===== config.mk =====
export PLATFORM = sky130hd
export DESIGN_NAME = run_decoder
export DESIGN_NICKNAME = d
export VERILOG_FILES = /design/src/rtl/run_decoder.sv
export SDC_FILE = /design/constraint.sdc
export NUM_CORES = 1
export LEC_CHECK = 0
export ABC_AREA = 1
export BUFFER_PORTS_ARGS = -buffer_cell sky130_fd_sc_hd__buf_4
export CORE_ASPECT_RATIO = 0.5
export CORE_MARGIN = 1
export CORE_UTILIZATION = 45
export DETAILED_ROUTE_END_ITERATION = 8
export PLACE_DENSITY = 0.69
export SYNTH_ARGS = -nofsm -noshare
export SYNTH_HDL_FRONTEND = slang
export SYNTH_SLANG_ARGS = --single-unit

===== constraint.sdc =====
create_clock -name clk -period 5.67 [get_ports clk]
set_input_delay 0.567 -clock clk [delete_from_list [all_inputs] [get_ports clk]]
set_output_delay 0.567 -clock clk [all_outputs]
set_load 0.01 [all_outputs]

===== src/rtl/run_decoder.sv =====
// JPEG-LS run-mode decoder: consumes the serial run bitstream one bit per handshake
// and rebuilds the run length, updated RUNindex and end-of-line/interruption status.
module run_decoder #(
    parameter int runcount_length = 16,
    parameter int runindex_length = 5,
    parameter int J_length        = 4
) (
    input  logic                       clk,
    input  logic                       reset,
    input  logic                       start_dec,
    input  logic [runindex_length-1:0] run_index_in,
    input  logic [runcount_length-1:0] pixels_remaining,
    input  logic                       bit_in,
    input  logic                       bit_valid,
    output logic                       bit_ready,
    output logic [runcount_length-1:0] run_length,
    output logic [runindex_length-1:0] run_index_new,
    output logic [J_length-1:0]        J,
    output logic                       eol,
    output logic                       err,
    output logic                       done
);

    typedef enum logic [1:0] {IDLE, READ_FLAG, READ_REM, DONE} state_t;

    // J[RUNindex]: 0 for 0..3, then steps of 1 every 4, every 2, then every entry.
    function automatic logic [J_length-1:0] j_of(input logic [runindex_length-1:0] i);
        int unsigned v;
        v = 32'(i);
        if (v < 16)      return J_length'(v >> 2);
        else if (v < 24) return J_length'(4 + ((v - 16) >> 1));
        else             return J_length'(v - 16);
    endfunction

    state_t                       state;
    logic [runcount_length-1:0]   accum;
    logic [runcount_length-1:0]   rem;
    logic [runcount_length-1:0]   remainder;
    logic [runindex_length-1:0]   idx;
    logic [J_length-1:0]          bit_cnt;

    logic [J_length-1:0]          j_cur;
    logic [runcount_length:0]     rg;
    logic [runcount_length:0]     flag_sum;
    logic [runcount_length-1:0]   rem_next;
    logic [runcount_length:0]     rem_sum;
    logic [runindex_length-1:0]   idx_inc;
    logic [runindex_length-1:0]   idx_dec;
    logic                         xfer;

    always_comb begin
        j_cur    = j_of(idx);
        rg       = (runcount_length + 1)'(1) << j_cur;
        flag_sum = {1'b0, accum} + rg;
        rem_next = {remainder[runcount_length-2:0], bit_in};
        rem_sum  = {1'b0, accum} + {1'b0, rem_next};
        idx_inc  = (idx == '1) ? idx : idx + 1'b1;
        idx_dec  = (idx == '0) ? idx : idx - 1'b1;
        xfer     = bit_valid && bit_ready;
    end

    always_ff @(posedge clk) begin
        if (!reset) begin
            state         <= IDLE;
            accum         <= '0;
            rem           <= '0;
            remainder     <= '0;
            idx           <= '0;
            bit_cnt       <= '0;
            bit_ready     <= 1'b0;
            run_length    <= '0;
            run_index_new <= '0;
            J             <= '0;
            eol           <= 1'b0;
            err           <= 1'b0;
            done          <= 1'b0;
        end else begin
            done <= 1'b0;
            case (state)
                IDLE: begin
                    if (start_dec) begin
                        idx   <= run_index_in;
                        rem   <= pixels_remaining;
                        accum <= '0;
                        eol   <= 1'b0;
                        err   <= 1'b0;
                        if (pixels_remaining == '0) begin
                            state         <= DONE;
                            done          <= 1'b1;
                            eol           <= 1'b1;
                            run_length    <= '0;
                            run_index_new <= run_index_in;
                            J             <= j_of(run_index_in);
                        end else begin
                            state     <= READ_FLAG;
                            bit_ready <= 1'b1;
                        end
                    end
                end
                READ_FLAG: begin
                    if (xfer) begin
                        if (bit_in) begin
                            if (flag_sum <= {1'b0, rem}) begin
                                accum <= flag_sum[runcount_length-1:0];
                                idx   <= idx_inc;
                                if (flag_sum[runcount_length-1:0] == rem) begin
                                    state         <= DONE;
                                    done          <= 1'b1;
                                    bit_ready     <= 1'b0;
                                    eol           <= 1'b1;
                                    run_length    <= rem;
                                    run_index_new <= idx_inc;
                                    J             <= j_cur;
                                end
                            end else begin
                                // Overshoot past the line end: run is truncated to the line.
                                accum         <= rem;
                                state         <= DONE;
                                done          <= 1'b1;
                                bit_ready     <= 1'b0;
                                eol           <= 1'b1;
                                run_length    <= rem;
                                run_index_new <= idx;
                                J             <= j_cur;
                            end
                        end else if (j_cur == '0) begin
                            state         <= DONE;
                            done          <= 1'b1;
                            bit_ready     <= 1'b0;
                            run_length    <= accum;
                            run_index_new <= idx_dec;
                            J             <= j_cur;
                        end else begin
                            bit_cnt   <= j_cur;
                            remainder <= '0;
                            state     <= READ_REM;
                        end
                    end
                end
                READ_REM: begin
                    if (xfer) begin
                        remainder <= rem_next;
                        bit_cnt   <= bit_cnt - 1'b1;
                        if (bit_cnt == J_length'(1)) begin
                            state         <= DONE;
                            done          <= 1'b1;
                            bit_ready     <= 1'b0;
                            run_index_new <= idx_dec;
                            J             <= j_cur;
                            if (rem_sum >= {1'b0, rem}) begin
                                err        <= 1'b1;
                                accum      <= rem - 1'b1;
                                run_length <= rem - 1'b1;
                            end else begin
                                accum      <= rem_sum[runcount_length-1:0];
                                run_length <= rem_sum[runcount_length-1:0];
                            end
                        end
                    end
                end
                DONE: state <= IDLE;
                default: state <= IDLE;
            endcase
        end
    end

endmodule


==> results.md <==
- Util after Layout: 51.8%
- Setup slack at placement: slightly above 0.4 ns
- Drt first pass iters: 5
- Slew HR: between 20% and 30%
- Reg-to-Reg Start: idx[4]$_SDFFE_PN0P_
- Wire per inst: roughly 17 µm
- Share of power burned in registers: 24.3%
- Initial antenna violation count: 1
- Crit-path slowest cell: dfxtp_1
- Initial core utilization: 46.8%
- Sequential-to-total area share from yosys stat: 22.3%
- Asr flop ratio synth: 0%
- Setup TNS: 0 ns
- Arrival @ worst endpoint: approximately 5.3 ns
- Port Buf Inserts: 54
- Total of max-cap violations: 0
- RSZ-0062 raised after global routing: false
- Initial DRC count: between 600 and 700
- Largest buffer count on any clock path: 2
- Overall routing resource usage: 29.3%
- Internal power: approximately 0.0017 W
- Reg area: around 1700 µm²
- CTS H-tree depth: 3
- Hold Violations, Final: 0
- Switching Fraction: between 50% and 60%
- DR vias/cell: around 5.5
- Worst-margin pin slew: between 1 and 1.5 ns
- CTS Buf Count: 9
- Final slew viol count: 0
- Synth Cell Area: approximately 7800 µm²
- Outcome: completed
- CP peak stage delay: 0.47 ns
- Peak VDD IR: around 0.21 mV
- Cells after synthesis: roughly 1200
- Syn_nets: ~1300
- Combinational Power Share: 58.0%
- Reg2Reg Depth: 31
- Pwr dens: between 400 and 500 nW/µm²
- IO Count: 55
- Setup WS post-layout: slightly below 0.6 ns
- Post-route ant nets: 0
- Worst Hold Class: reg -> reg
- Vias: 8246
- Yosys reg bits: between 80 and 90
- Post-DP Area: between 8000 and 9000 µm²
- Worst setup EP type: flop
- Clock share of power: between 15 and 20%
- RD Place Congestion: approximately 1
- CP required: 5.92 ns
- Worst Setup SP: idx[4]$_SDFFE_PN0P_
- Die footprint: about 18000 µm²
- DRC viols: 0
- Flop2flop setup slack: 0.59 ns
- Startpoint types: flop
- # clock sinks: 87
- Final Setup Violations: 0
- FMAX: roughly 200 MHz
- CTS tree: yes
- Dpl hpwl: between 20000 and 25000 µm
- Total grt overflow: 0
- Switching power total: roughly 0.0018 W
- Finished Cell Area: just under 9000 µm²
- Die X-Extent: ~190 µm
- Critical Path Most Common Cell: nand2_1
- Synth Area per Inst: ~6.3 µm²
- Setup Skew: between 0.01 and 0.015 ns
- Critical path class: reg -> reg
- Vias in the first global route: 7278
- Hold worst-path end: J[3]$_SDFFE_PN0P_
- Clock Latency Late Sink: about 0.36 ns
- Die height: roughly 95 µm
- CTS hold repair buffers: 0
- Final worst-path cycle share: around nine tenths
- Num rows: 33
- Clock Pin Slew Worst Setup and Hold Paths: 0.08 ns
- Post_cts resized: 0
- Number of synthesized flops with an enable pin: 0
- Pin count of the biggest net entering global routing: 46
- Worst Path Max Fanout: 20
- Fillers: ~1700
- Synth cell types: 48
- Root buf cell: clkbuf_16
- Beginning of the worst hold path: J[3]$_SDFFE_PN0P_
- Main flop type after synthesis: dfxtp_1
- Worst hold path depth: 2
- Core Area: approximately 17000 µm²
- Multi-input gate area: between 5000 and 6000 µm²
- Final min period: around 5.1 ns
- Share of cells above drive strength 1: under 10%
- Synthesis-to-finish area growth: 10.7%
- YS warnings: 0
- Total chip power: 0.00350 W
- R2R Path End: run_length[0]$_SDFFE_PN0P_
- P_leak: between 4 and 5 nW
- Number of post-CTS setup repair buffers: 0
- WL final: between 20000 and 30000 µm
- First-pass GRT wire length: ~40000 µm
- Post-layout net count: 1368
## kinds of logic after synthesis
| family | Yosys count | synth area share, % |
|---|---|---|
| fa+ha+maj | 77 | 12.5 |
| xor+xnor | 38 | 4.26 |
| compound gates | 223 | 16.9 |
| buf+inv | 198 | 10.1 |
| flops | 87 | 22.3 |
| simple gates | 615 | 33.8 |
## layout by cell type, fill, tap and decap left out, types with 3 or more instances in the layout
cell and n:
and3_1 3, nand3_1 88, nand2_1 344, nand3b_1 5, a211oi_1 13, xor2_1 28
or2_2 5, clkbuf_16 9, o31ai_1 4, nor2_1 107, inv_8 3, buf_4 58
dfxtp_1 87, nor4_1 3, a22oi_1 16, nor3_1 11, nand4_1 29, xnor2_1 10
o21ai_0 49, a21oi_2 12, inv_1 152, nor2_2 5, a21oi_1 107, nand2_2 7
a21o_1 7, ha_1 75
## synth_stat cells (6+ instances only)
master,count,area (µm²)
a211oi_1,13,97.6
a21o_1,7,52.6
a21oi_1,107,536
a21oi_2,12,105
a22oi_1,16,120
buf_2,13,65.1
clkbuf_1,23,86.3
dfxtp_1,87,1740
ha_1,75,938
inv_1,152,571
nand2_1,345,1290
nand2_2,6,37.5
nand3_1,88,440
nand4_1,29,181
nor2_1,108,405
nor3_1,11,55.1
o21ai_0,50,250
xnor2_1,10,87.6
xor2_1,28,245
## worst max-delay path: cells and delay by family, from the launching register on
kind	cells	cell delay, ns
adder cells (fa/ha/maj)	2	0.77
buffers and inverters	7	0.87
flip-flops	1	0.47
AO/OA/AOI/OAI	1	0.25
AND/OR/NAND/NOR	21	2.60
## metrics by stage
step	hold slack, ns	cells
2_1_floorplan	0.444	1238
3_3_place_gp	0.454	1480
3_5_place_dp	0.459	1480
4_1_cts	0.469	1496
5_1_grt	0.498	1498
6_report	0.466	1498
## worst max-delay path by stage
stage                                      end  cells past startpoint  slack (ns)
finish              run_length[0]$_SDFFE_PN0P_                     31        0.59
global route                 J[3]$_SDFFE_PN0P_                     30        0.07
floorplan               accum[10]$_SDFFE_PN0P_                     31        1.55
CTS                 run_length[0]$_SDFFE_PN0P_                     31        0.37
detailed placement  run_length[0]$_SDFFE_PN0P_                     31        0.41
global placement    run_length[6]$_SDFFE_PN0P_                     31        0.51
## layer usage
layer  wire length (µm)  vias up  GRT usage [%]
met1              12300     3797           40.5
met4                286        2           5.51
met3               2260       25           7.32
met2              11000      289           45.8
met5                 80        -           3.30
li1                   -     4133              -
## layout make-up
type | count | share of cell area, %
well taps | 227 | 3.28
clock buffers | 9 | 2.60
clock inverters | 7 | 0.854
diodes | 1 | 0.0289
inverters | 155 | 6.73
flip-flops and latches | 87 | 20.1
repair buffers | 58 | 5.04
multi-input cells | 954 | 61.3
## power by group through the flow
stage          sequential, W  clock (W)  combinational, W
2_1_floorplan       0.000837          0           0.00146
3_3_place_gp        0.000857          0           0.00195
3_5_place_dp        0.000859          0           0.00197
4_1_cts             0.000846   0.000624           0.00198
5_1_grt             0.000864   0.000649           0.00226
6_report            0.000850   0.000619           0.00203
## state kept, by name, summed over array words and instances, names as in the netlist
signal and flops:
accum 16, J 4, state 2, done 1
err 1, run_index_new 5, run_length 16, rem 16
eol 1, bit_ready 1, idx 5, remainder 15
bit_cnt 4
(Power assumes the default switching activity.)
